<file path="src/rtl/uart_tx_fifo.sv">
// rtl/uart_tx_fifo.sv - 4-entry byte FIFO feeding an 8N1 UART transmitter
// Line is driven from a flop; frames chain back-to-back while bytes are queued.
module uart_tx_fifo #(
  parameter int CLK_FREQ  = 50000000,
  parameter int BAUD_RATE = 115200
) (
  input  logic       clk,
  input  logic       rst_n,
  input  logic [7:0] tx_data,
  input  logic       tx_valid,
  output logic       tx_ready,
  output logic       tx_busy,
  output logic       uart_tx
);

  localparam int          BAUD_DIV  = CLK_FREQ / BAUD_RATE;
  localparam logic [15:0] BAUD_LAST = 16'(BAUD_DIV - 1);

  typedef enum logic [1:0] {IDLE, START, DATA, STOP} state_t;

  state_t      state_q, state_d;
  logic [1:0]  wr_ptr_q, wr_ptr_d;
  logic [1:0]  rd_ptr_q, rd_ptr_d;
  logic [2:0]  count_q, count_d;
  logic [15:0] baud_cnt_q, baud_cnt_d;
  logic [2:0]  bit_idx_q, bit_idx_d;
  logic [7:0]  shift_q, shift_d;
  logic        uart_tx_q, uart_tx_d;
  logic [7:0]  mem_q [4];
  logic [7:0]  mem_d [4];

  logic push;
  logic pop;
  logic baud_done;

  assign tx_ready  = (count_q < 3'd4);
  assign push      = tx_valid && tx_ready;
  assign baud_done = (baud_cnt_q == BAUD_LAST);
  assign tx_busy   = (state_q != IDLE) || (count_q != 3'd0);
  assign uart_tx   = uart_tx_q;

  always_comb begin
    mem_d = mem_q;
    if (push) begin
      mem_d[wr_ptr_q] = tx_data;
    end
  end

  always_comb begin
    wr_ptr_d = wr_ptr_q;
    rd_ptr_d = rd_ptr_q;
    count_d  = count_q;
    if (push) begin
      wr_ptr_d = wr_ptr_q + 2'd1;
    end
    if (pop) begin
      rd_ptr_d = rd_ptr_q + 2'd1;
    end
    if (push && !pop) begin
      count_d = count_q + 3'd1;
    end else if (pop && !push) begin
      count_d = count_q - 3'd1;
    end
  end

  // The pop edge also loads the shifter and drops the line for the start bit.
  always_comb begin
    state_d    = state_q;
    baud_cnt_d = baud_cnt_q;
    bit_idx_d  = bit_idx_q;
    shift_d    = shift_q;
    uart_tx_d  = uart_tx_q;
    pop        = 1'b0;
    case (state_q)
      IDLE: begin
        uart_tx_d  = 1'b1;
        baud_cnt_d = 16'd0;
        if (count_q != 3'd0) begin
          pop       = 1'b1;
          shift_d   = mem_q[rd_ptr_q];
          state_d   = START;
          uart_tx_d = 1'b0;
        end
      end
      START: begin
        if (baud_done) begin
          baud_cnt_d = 16'd0;
          bit_idx_d  = 3'd0;
          state_d    = DATA;
          uart_tx_d  = shift_q[0];
          shift_d    = {1'b0, shift_q[7:1]};
        end else begin
          baud_cnt_d = baud_cnt_q + 16'd1;
        end
      end
      DATA: begin
        if (baud_done) begin
          baud_cnt_d = 16'd0;
          if (bit_idx_q == 3'd7) begin
            state_d   = STOP;
            uart_tx_d = 1'b1;
          end else begin
            bit_idx_d = bit_idx_q + 3'd1;
            uart_tx_d = shift_q[0];
            shift_d   = {1'b0, shift_q[7:1]};
          end
        end else begin
          baud_cnt_d = baud_cnt_q + 16'd1;
        end
      end
      STOP: begin
        if (baud_done) begin
          baud_cnt_d = 16'd0;
          if (count_q != 3'd0) begin
            pop       = 1'b1;
            shift_d   = mem_q[rd_ptr_q];
            state_d   = START;
            uart_tx_d = 1'b0;
          end else begin
            state_d   = IDLE;
            uart_tx_d = 1'b1;
          end
        end else begin
          baud_cnt_d = baud_cnt_q + 16'd1;
        end
      end
      default: begin
        state_d   = IDLE;
        uart_tx_d = 1'b1;
      end
    endcase
  end

  // Storage is deliberately left out of reset.
  always_ff @(posedge clk) begin
    mem_q <= mem_d;
  end

  always_ff @(posedge clk or negedge rst_n) begin
    if (!rst_n) begin
      state_q    <= IDLE;
      wr_ptr_q   <= 2'd0;
      rd_ptr_q   <= 2'd0;
      count_q    <= 3'd0;
      baud_cnt_q <= 16'd0;
      bit_idx_q  <= 3'd0;
      shift_q    <= 8'd0;
      uart_tx_q  <= 1'b1;
    end else begin
      state_q    <= state_d;
      wr_ptr_q   <= wr_ptr_d;
      rd_ptr_q   <= rd_ptr_d;
      count_q    <= count_d;
      baud_cnt_q <= baud_cnt_d;
      bit_idx_q  <= bit_idx_d;
      shift_q    <= shift_d;
      uart_tx_q  <= uart_tx_d;
    end
  end

endmodule

</file>
<file path="config.mk">
export PLATFORM = sky130hd
export DESIGN_NAME = uart_tx_fifo
export DESIGN_NICKNAME = d
export VERILOG_FILES = /design/src/rtl/uart_tx_fifo.sv
export SDC_FILE = /design/constraint.sdc
export NUM_CORES = 1
export LEC_CHECK = 0
export ABC_AREA = 1
export CELL_PAD_IN_SITES_DETAIL_PLACEMENT = 1
export CELL_PAD_IN_SITES_GLOBAL_PLACEMENT = 1
export CORE_MARGIN = 3
export CORE_UTILIZATION = 49
export CTS_CLUSTER_DIAMETER = 200
export CTS_CLUSTER_SIZE = 10
export DETAILED_ROUTE_END_ITERATION = 7
export DONT_BUFFER_PORTS = 1
export PLACE_DENSITY = 0.84
export SLEW_MARGIN = 10
export SYNTH_ARGS = -nofsm -noshare
export SYNTH_HDL_FRONTEND = slang
export SYNTH_SLANG_ARGS = --single-unit
</file>
<file path="constraint.sdc">
create_clock -name clk -period 2.8 [get_ports clk]
set_input_delay 0.14 -clock clk [delete_from_list [all_inputs] [get_ports clk]]
set_output_delay 0.14 -clock clk [all_outputs]
set_load 0.005 [all_outputs]
</file>
==> results.yml, run 1 <==
run_status:
  status: "complete, no violations"
grt:
  overflow: 0
  grt_max_degree: 38
  grt_pass1_wl_um: 12700
  grt_util_all_layers_pct: 19.6
  antenna_found_initial: 0
  grt_pass1_vias: 2715
route:
  wl_per_cell_um: 15.1
  drc: 0
  vias_per_cell: 5.17
  ant_nets: 0
  vias: 2471
  drt_iter0_markers: 101
  wirelength_um: 7200
  dr.pass1.iters: 5
timing:
  hold_violations: 0
  slew_headroom_pct: 46.3
  finClkSkew_ns: 0.0130
  setup_viol_count_final: 0
  worstMarginPinSlew_ns: 0.802
  maxSlewViolCount: 0
  post-route-period-util_pct: 92.6
  fmax_mhz: 386
  grt_setup_unrepaired: "no"
  fin_tns_setup_ns: 0
  post-route-min-period_ns: 2.59
clock_network:
  cts_tree: "yes"
  cts_buffers: 9
  htree_levels: 3
  clk_pin_slew_ns: 0.08
  cts.sinks: 69
  cts_resized: 0
  clockBufferDepth: 2
  cts_root_buffer: "clkbuf_8"
  clk_latency_ns: 0.36
job:
  cap_viol_max_count: 0
synthesis:
  synth_edf_count: 32
  avgSynthCellArea_um2: 9.56
  syn_area_mm2: 0.00348
  async_reset_ff_share_pct: 53.6
  synthTopCellsByArea: "edfxtp_1 28%, dfrtp_1 26%, nand2_1 11%, ha_1 5.0%, nand3_1 4.5%"
  synth_top_area_share_pct: 27.6
  ys.flop_type: "dfrtp_1"
  synthTopCellsByCount: "106 x nand2_1, 36 x dfrtp_1, 32 x edfxtp_1, 32 x inv_1, 32 x nor2_1"
  syn_inst: 364
  ys_seq_elements: 69
  ys_seq_area_share_pct: 54.2
  synth_top_area_cell: "edfxtp_1"
  synth.net_count: 390
  synth.most_common_cell: "nand2_1"
  ys_types: 38
  synth_warnings: 0
final_layout:
  drive_gt1_share_pct: 13.1
  diodes: 0
  num-nets-final: 403
  syn_to_final_growth_pct: 10.1
  final_core_util_pct: 56.1
  fillers: 791
floorplanning:
  core-area_mm2: 0.00683
  die_area_mm2: 0.00815
  die_y_um: 90.3
  rows: 30
  initial_core_util_pct: 51.0
  die_w_um: 90.3
  io_pins: 14
critical_path:
  crit_type: "reg2reg"
  cp-end-kind: "flip-flop"
  crit_required_ns: 3.04
  critPathArrivalTime_ns: 2.83
  worstSetupStartpointType: "flip-flop"
  critPathMaxFanout: 10
power:
  peakVddDrop_uv: 380
  leakage_nw: 1.66
  power.density_mw_per_mm2: 597
placement:
  gp_congestion: 0.804
  dp_hpwl_um: 4950
  port_buffers: 0
hold_path:
  min_path_type: "in2reg"
## cells in the final DEF, fill, tap and decap left out, types with 3 or more instances in the layout
cell	instances
nand2_1	106
dfrtp_1	36
inv_1	32
nor2_1	32
edfxtp_1	32
nand3_1	31
ha_1	14
nand4_1	10
clkbuf_8	9
dlygate4sd3_1	9
nand2_2	6
xor2_1	6
o21ai_1	6
nor2_2	4
nor3_1	4
nor3b_2	4
a21oi_1	4
nand2_4	3
inv_2	3
xnor2_1	3
inv_6	3
## sequential cells by signal, summed over array words and instances, names as in the netlist
register	count
baud_cnt_q	16
bit_idx_q	3
count_q	3
mem_q	32
rd_ptr_q	2
shift_q	8
state_q	2
uart_tx	1
wr_ptr_q	2
## worst max-delay path: stages, from the launching register on
cell	delay, ns
dfrtp_1	0.42
inv_1	0.12
ha_1	0.46
a211oi_2	0.35
nand2_1	0.15
ha_1	0.20
inv_1	0.10
fa_1	0.41
mux2_2	0.26
## metrics by stage
stage,setup WS (ns),cell area (µm²),std cells,total power (W),hold slack (ns)
floorplan,0.486,3480,364,0.00144,-0.156
global placement,0.362,3530,452,0.00149,-0.155
detailed placement,0.219,3530,452,0.00151,-0.155
CTS,0.196,3830,478,0.00233,0.0783
global route,0.0479,3830,478,0.00242,0.111
finish,0.207,3830,478,0.00229,0.0862
## cells by family (layout without fill, tap and decap cells)
kind of cell    Yosys count  after routing  synth area share [%]
xor+xnor                  9              9                  2.26
buf+inv                  45             63                  6.11
compound gates           15             15                  2.48
simple gates            210            210                  29.0
mux                       1              1                 0.323
fa+ha+maj                15             15                  5.61
flops                    69             69                  54.2
## metal layers
layer	track usage [%]	routed length (µm)	vias to the layer above
met2	33.3	3590	43
met1	24.0	3240	1212
met4	7.40	103	0
met3	5.25	269	12
met5	0	0	-
li1	-	-	1204
## power by group
part / switching [W] / total (W) / internal, W
clock: 0.000438 / 0.000777 / 0.000340
sequential: 0.0000622 / 0.00124 / 0.00118
combinational: 0.000171 / 0.000271 / 0.000100
## timing repair
item / 4_1_cts / 5_1_grt
hold endpoints to repair: 69 / 0
setup endpoints to repair: 0 / 0
setup buffers: 0 / 0
hold buffers: 10 / 0
## area by class of cell
cell class / instances / area, µm² / area share (%)
timing repair buffer: 12 / 125 / 3.27
clock inverter: 7 / 62.6 / 1.63
inverter: 35 / 131 / 3.43
sequential: 69 / 1890 / 49.3
multi-input combinational: 250 / 1380 / 36.0
clock buffer: 9 / 124 / 3.23
tap: 96 / 120 / 3.14
## final timing paths
path / startpoint / end / slack, ns / cells after the start
hold / removal: tx_valid / wr_ptr_q[0] / 0.09 / 2
setup / recovery: state_q[0] / count_q[1] / 0.21 / 8
setup reg to reg: state_q[0] / count_q[1] / 0.21 / 8
min in group asynchronous: rst_n / baud_cnt_q[3] / 0.25 / 2
max in group asynchronous: rst_n / uart_tx / 2.30 / 2
hold reg to reg: shift_q[0] / shift_q[0] / 0.50 / 2
(Power assumes the default switching activity.)
==> run 2: changes to the inputs <==
--- a/config.mk
+++ b/config.mk
@@ -14,6 +14,7 @@
 export CTS_CLUSTER_SIZE = 10
 export DETAILED_ROUTE_END_ITERATION = 7
 export DONT_BUFFER_PORTS = 1
+export MAX_ROUTING_LAYER = met4
 export PLACE_DENSITY = 0.84
 export SLEW_MARGIN = 10
 export SYNTH_ARGS = -nofsm -noshare
==> results.yml, run 2 (synthesis results as in run 1) <==
grt:
  grt_pass1_wl_um: 12700
  grt_max_degree: 38
  grt_util_all_layers_pct: 20.2
  overflow: 0
  antenna_found_initial: 0
  grt_pass1_vias: 2716
final_layout:
  syn_to_final_growth_pct: 10.1
  largest_register_ffs: 32
  reg_top3: "mem_q: 32 flops, baud_cnt_q: 16 flops, shift_q: 8 flops"
  largest_register: "mem_q"
  fillers: 791
  diodes: 0
  drive_gt1_share_pct: 13.1
  final_common_cell: "nand2_1"
  layout_common_cells: "106 x nand2_1, 36 x dfrtp_1, 32 x inv_1, 32 x nor2_1, 32 x edfxtp_1"
  num-nets-final: 403
job:
  cap_viol_max_count: 0
critical_path:
  rrSetupSlack_ns: 0.21
  cp-end-kind: "flip-flop"
  crit_start: "state_q[0]"
  rr_startpoint: "state_q[0]"
  worstSetupStartpointType: "flip-flop"
  crit_slowest_cell: "ha_1"
  path_cells: "inv_1 -> ha_1 -> a211oi_2 -> nand2_1 -> ha_1 -> inv_1 -> fa_1 -> mux2_2"
  crit_end: "count_q[1]"
  critical_path_cell_count: 8
  regToRegEndpoint: "count_q[1]"
  critPathArrivalTime_ns: 2.83
  rr_worst_depth: 8
  crit_family: "adder cells"
  critical_path_buf_inv_count: 2
  crit_required_ns: 3.04
  crit_type: "reg2reg"
  max_stage_delay_ns: 0.46
  critPathMaxFanout: 10
timing:
  maxSlewViolCount: 0
  post-route-period-util_pct: 92.5
  hold_violations: 0
  post-route-min-period_ns: 2.59
  fmax_mhz: 386
  setup_ws_ns: 0.210
  grt_setup_unrepaired: "no"
  setup_viol_count_final: 0
  fin_tns_setup_ns: 0
  finClkSkew_ns: 0.0128
  worstMarginPinSlew_ns: 0.799
  slew_headroom_pct: 46.5
power:
  leakage_nw: 1.66
  power.density_mw_per_mm2: 596
  peakVddDrop_uv: 379
clock_network:
  cts_root_buffer: "clkbuf_8"
  clk_pin_slew_ns: 0.08
  cts_tree: "yes"
  clockBufferDepth: 2
  postCtsSetupBuffers: 0
  cts.sinks: 69
  htree_levels: 3
  cts_buffers: 9
  clk_latency_ns: 0.36
route:
  drc: 0
  wirelength_um: 7190
  wl_per_cell_um: 15.0
  vias_per_cell: 5.19
  drt_iter0_markers: 96
  dr.pass1.iters: 4
  ant_nets: 0
  vias: 2479
floorplanning:
  rows: 30
  die_area_mm2: 0.00815
  die_y_um: 90.3
  io_pins: 14
  initial_core_util_pct: 51.0
  core-area_mm2: 0.00683
  die_w_um: 90.3
placement:
  port_buffers: 0
  pre_cts_slack_ns: 0.219
  dp_hpwl_um: 4950
  gp_congestion: 0.815
run_status:
  status: "complete, no violations"
hold_path:
  min_path_type: "in2reg"
==> run 2: cell counts in the layout (fill, tap and decap cells not counted) <==
Identical to the previous run, type by type.
==> run 2: where the power goes <==
part / total, W / switching (W) / internal [W]
Clock: 0.000775 / 0.000435 / 0.000340
Combinational: 0.000271 / 0.000171 / 0.000100
Sequential: 0.00124 / 0.0000620 / 0.00118
Total: 0.00228 / 0.000668 / 0.00162
==> run 2: routing by layer <==
layer  vias up  track usage [%]  share of wire (%)
met2        40             33.3                 50
met3        13             4.75                3.4
met5         -                -                  0
met1      1220             23.9                 45
met4         0             8.16                1.5
li1       1206                -                  -
==> run 2: worst min path at each step <==
| stage | depth (start not counted) | start | endpoint | slack (ns) |
|---|---|---|---|---|
| after floorplan | 0 | rst_n | baud_cnt_q[0] | -0.16 |
| after global placement | 0 | rst_n | baud_cnt_q[10] | -0.15 |
| after detailed placement | 0 | rst_n | baud_cnt_q[12] | -0.15 |
| after CTS | 2 | tx_valid | wr_ptr_q[0] | 0.08 |
| after global routing | 2 | tx_valid | wr_ptr_q[0] | 0.11 |
| final | 2 | tx_valid | wr_ptr_q[0] | 0.09 |
==> run 2: metrics by stage <==
step,cells,util [%],hold slack (ns),area [µm²],total power (W)
6_report,478,56.1,0.0874,3830,0.00228
2_1_floorplan,364,-,-0.156,3480,0.00144
4_1_cts,478,56.1,0.0783,3830,0.00233
3_3_place_gp,452,51.7,-0.155,3530,0.00149
5_1_grt,478,56.1,0.115,3830,0.00241
3_5_place_dp,452,51.7,-0.155,3530,0.00151
==> run 2: layout make-up <==
| type | count | area, µm² | share of cell area (%) |
|---|---|---|---|
| flip-flops and latches | 69 | 1890 | 49.3 |
| repair buffers | 12 | 125 | 3.27 |
| well taps | 96 | 120 | 3.14 |
| inverters | 35 | 131 | 3.43 |
| multi-input cells | 250 | 1380 | 36.0 |
| clock buffers | 9 | 124 | 3.23 |
| clock inverters | 7 | 62.6 | 1.63 |
==> run 2: repair_timing <==
| action | 4_1_cts | 5_1_grt |
|---|---|---|
| hold endpoints to repair | 69 | 0 |
| hold buffers | 10 | 0 |
| gates resized for setup | 0 | 0 |
==> run 3: changes to the inputs <==
--- a/config.mk
+++ b/config.mk
@@ -8,12 +8,13 @@
 export ABC_AREA = 1
 export CELL_PAD_IN_SITES_DETAIL_PLACEMENT = 1
 export CELL_PAD_IN_SITES_GLOBAL_PLACEMENT = 1
-export CORE_MARGIN = 3
+export CORE_MARGIN = 2
 export CORE_UTILIZATION = 49
 export CTS_CLUSTER_DIAMETER = 200
 export CTS_CLUSTER_SIZE = 10
 export DETAILED_ROUTE_END_ITERATION = 7
 export DONT_BUFFER_PORTS = 1
+export GPL_TIMING_DRIVEN = 0
 export MAX_ROUTING_LAYER = met4
 export PLACE_DENSITY = 0.84
 export SLEW_MARGIN = 10
==> results.yml, run 3 (synthesis results as in run 1) <==
clock_network:
  cts_tree: "yes"
  cts_resized: 0
  cts_root_buffer: "clkbuf_8"
  htree_levels: 3
  clockBufferDepth: 2
  clk_pin_slew_ns: 0.08
  cts_buffers: 9
  cts.sinks: 69
  clk_latency_ns: 0.36
floorplanning:
  die_w_um: 88.3
  io_pins: 14
  core-area_mm2: 0.00683
  initial_core_util_pct: 51.0
  die_area_mm2: 0.00779
  die_y_um: 88.3
  rows: 30
hold_path:
  min_to: "wr_ptr_q[0]"
  whs_path_depth: 2
  hp-start: "tx_valid"
  min_path_type: "in2reg"
placement:
  dp_hpwl_um: 5070
  pre_cts_slack_ns: 0.165
  gp_congestion: 0.783
  port_buffers: 0
grt:
  overflow: 0
  grt_max_degree: 38
  antenna_found_initial: 0
  grt_util_all_layers_pct: 22.9
  grt_pass1_wl_um: 13000
  grt_pass1_vias: 2708
route:
  wl_met1_um: 3530
  drc: 0
  wl_per_cell_um: 15.8
  vias_per_cell: 5.20
  wirelength_um: 7670
  vias: 2529
  dr.pass1.iters: 4
  wl_met3_um: 167
  top_layer: "met4"
  ant_nets: 0
  drt_iter0_markers: 136
  wl_met2_um: 3880
critical_path:
  crit_top_cell: "inv_1"
  max_stage_delay_ns: 0.43
  rrSetupSlack_ns: 0.16
  path_cells: "inv_1 -> ha_1 -> buf_2 -> inv_1 -> a211oi_2 -> nand2_1 -> ha_1 -> inv_1 -> fa_1 -> mux2_2"
  crit_slowest_cell: "dfrtp_1"
  crit_family: "adder cells"
  crit_type: "reg2reg"
  cp-end-kind: "flip-flop"
  critical_path_buf_inv_count: 4
  worstSetupStartpointType: "flip-flop"
  crit_required_ns: 3.04
  rr_worst_depth: 10
  critPathArrivalTime_ns: 2.88
  critPathMaxFanout: 8
  rr_startpoint: "state_q[0]"
  regToRegEndpoint: "count_q[1]"
timing:
  hold_violations: 0
  maxSlewViolCount: 0
  fmax_mhz: 379
  slew_headroom_pct: 46.6
  setup_ws_ns: 0.160
  fin_tns_setup_ns: 0
  setup_viol_count_final: 0
  finClkSkew_ns: 0.0137
  post-route-period-util_pct: 94.3
  post-route-min-period_ns: 2.64
  worstMarginPinSlew_ns: 0.798
  grt_setup_unrepaired: "no"
final_layout:
  drive_gt1_share_pct: 14.6
  reg_top3: "mem_q: 32 flops, baud_cnt_q: 16 flops, shift_q: 8 flops"
  num-nets-final: 411
  diodes: 0
  syn_to_final_growth_pct: 14.3
  layout_common_cells: "106 x nand2_1, 36 x dfrtp_1, 32 x inv_1, 32 x nor2_1, 32 x edfxtp_1"
  largest_register_ffs: 32
  largest_register: "mem_q"
  final_common_cell: "nand2_1"
power:
  finalPower_w: 0.00262
  leakage_nw: 1.74
  peakVddDrop_uv: 509
  power.density_mw_per_mm2: 659
job:
  cap_viol_max_count: 0
run_status:
  status: "complete, no violations"
==> run 3: cell count changes in the layout (fill, tap and decap cells not counted), sizes merged <==
cell    change
buf         +7
bufinv      +4
inv         -3
clkbuf      +1
clkinv      -1
==> run 3: where the power goes <==
part           internal [W]  switching [W]
registers           0.00118      0.0000628
logic              0.000102       0.000180
clock network      0.000686       0.000415
total               0.00196       0.000657
==> run 3: worst register-to-register path: stages, from the launching register on <==
cell and delay [ns]:
dfrtp_1 0.43, inv_1 0.15, ha_1 0.16, buf_2 0.21
inv_1 0.12, a211oi_2 0.28, nand2_1 0.17, ha_1 0.22
inv_1 0.10, fa_1 0.41, mux2_2 0.26
==> run 3: cell type report <==
class	count	area, µm²
fill	786	2850
sequential	69	1890
multi-input combinational	250	1380
tap	96	120
inverter	35	131
buffer	10	81.3
clock buffer	9	124
timing repair buffer	10	110
clock inverter	7	145
==> run 3: layer usage <==
layer / up-vias / track usage (%)
met4: 0 / 6.61
li1: 1221 / -
met3: 10 / 4.66
met5: - / -
met1: 1267 / 28.7
met2: 31 / 37.7
==> run 3: timing repair <==
item	CTS	global route
hold buffers	10	0
buffers inserted	0	0
endpoints found under the hold margin	69	0
==> run 3: worst max-delay path by stage <==
stage,startpoint,end,cells after the start
after global placement,state_q[0],count_q[1],10
after global routing,state_q[0],count_q[1],10
after detailed placement,state_q[0],count_q[1],10
after floorplan,state_q[0],count_q[1],9
final,state_q[0],count_q[1],10
after CTS,state_q[0],count_q[1],10
==> run 3: through the flow <==
step	instance area, µm²	hold slack [ns]	util [%]	cells
after CTS	3980	0.0816	58.3	486
after floorplan	3480	-0.156	-	364
after global placement	3600	-0.155	52.7	460
final	3980	0.117	58.3	486
after detailed placement	3600	-0.155	52.7	460
after global routing	3980	0.119	58.3	486
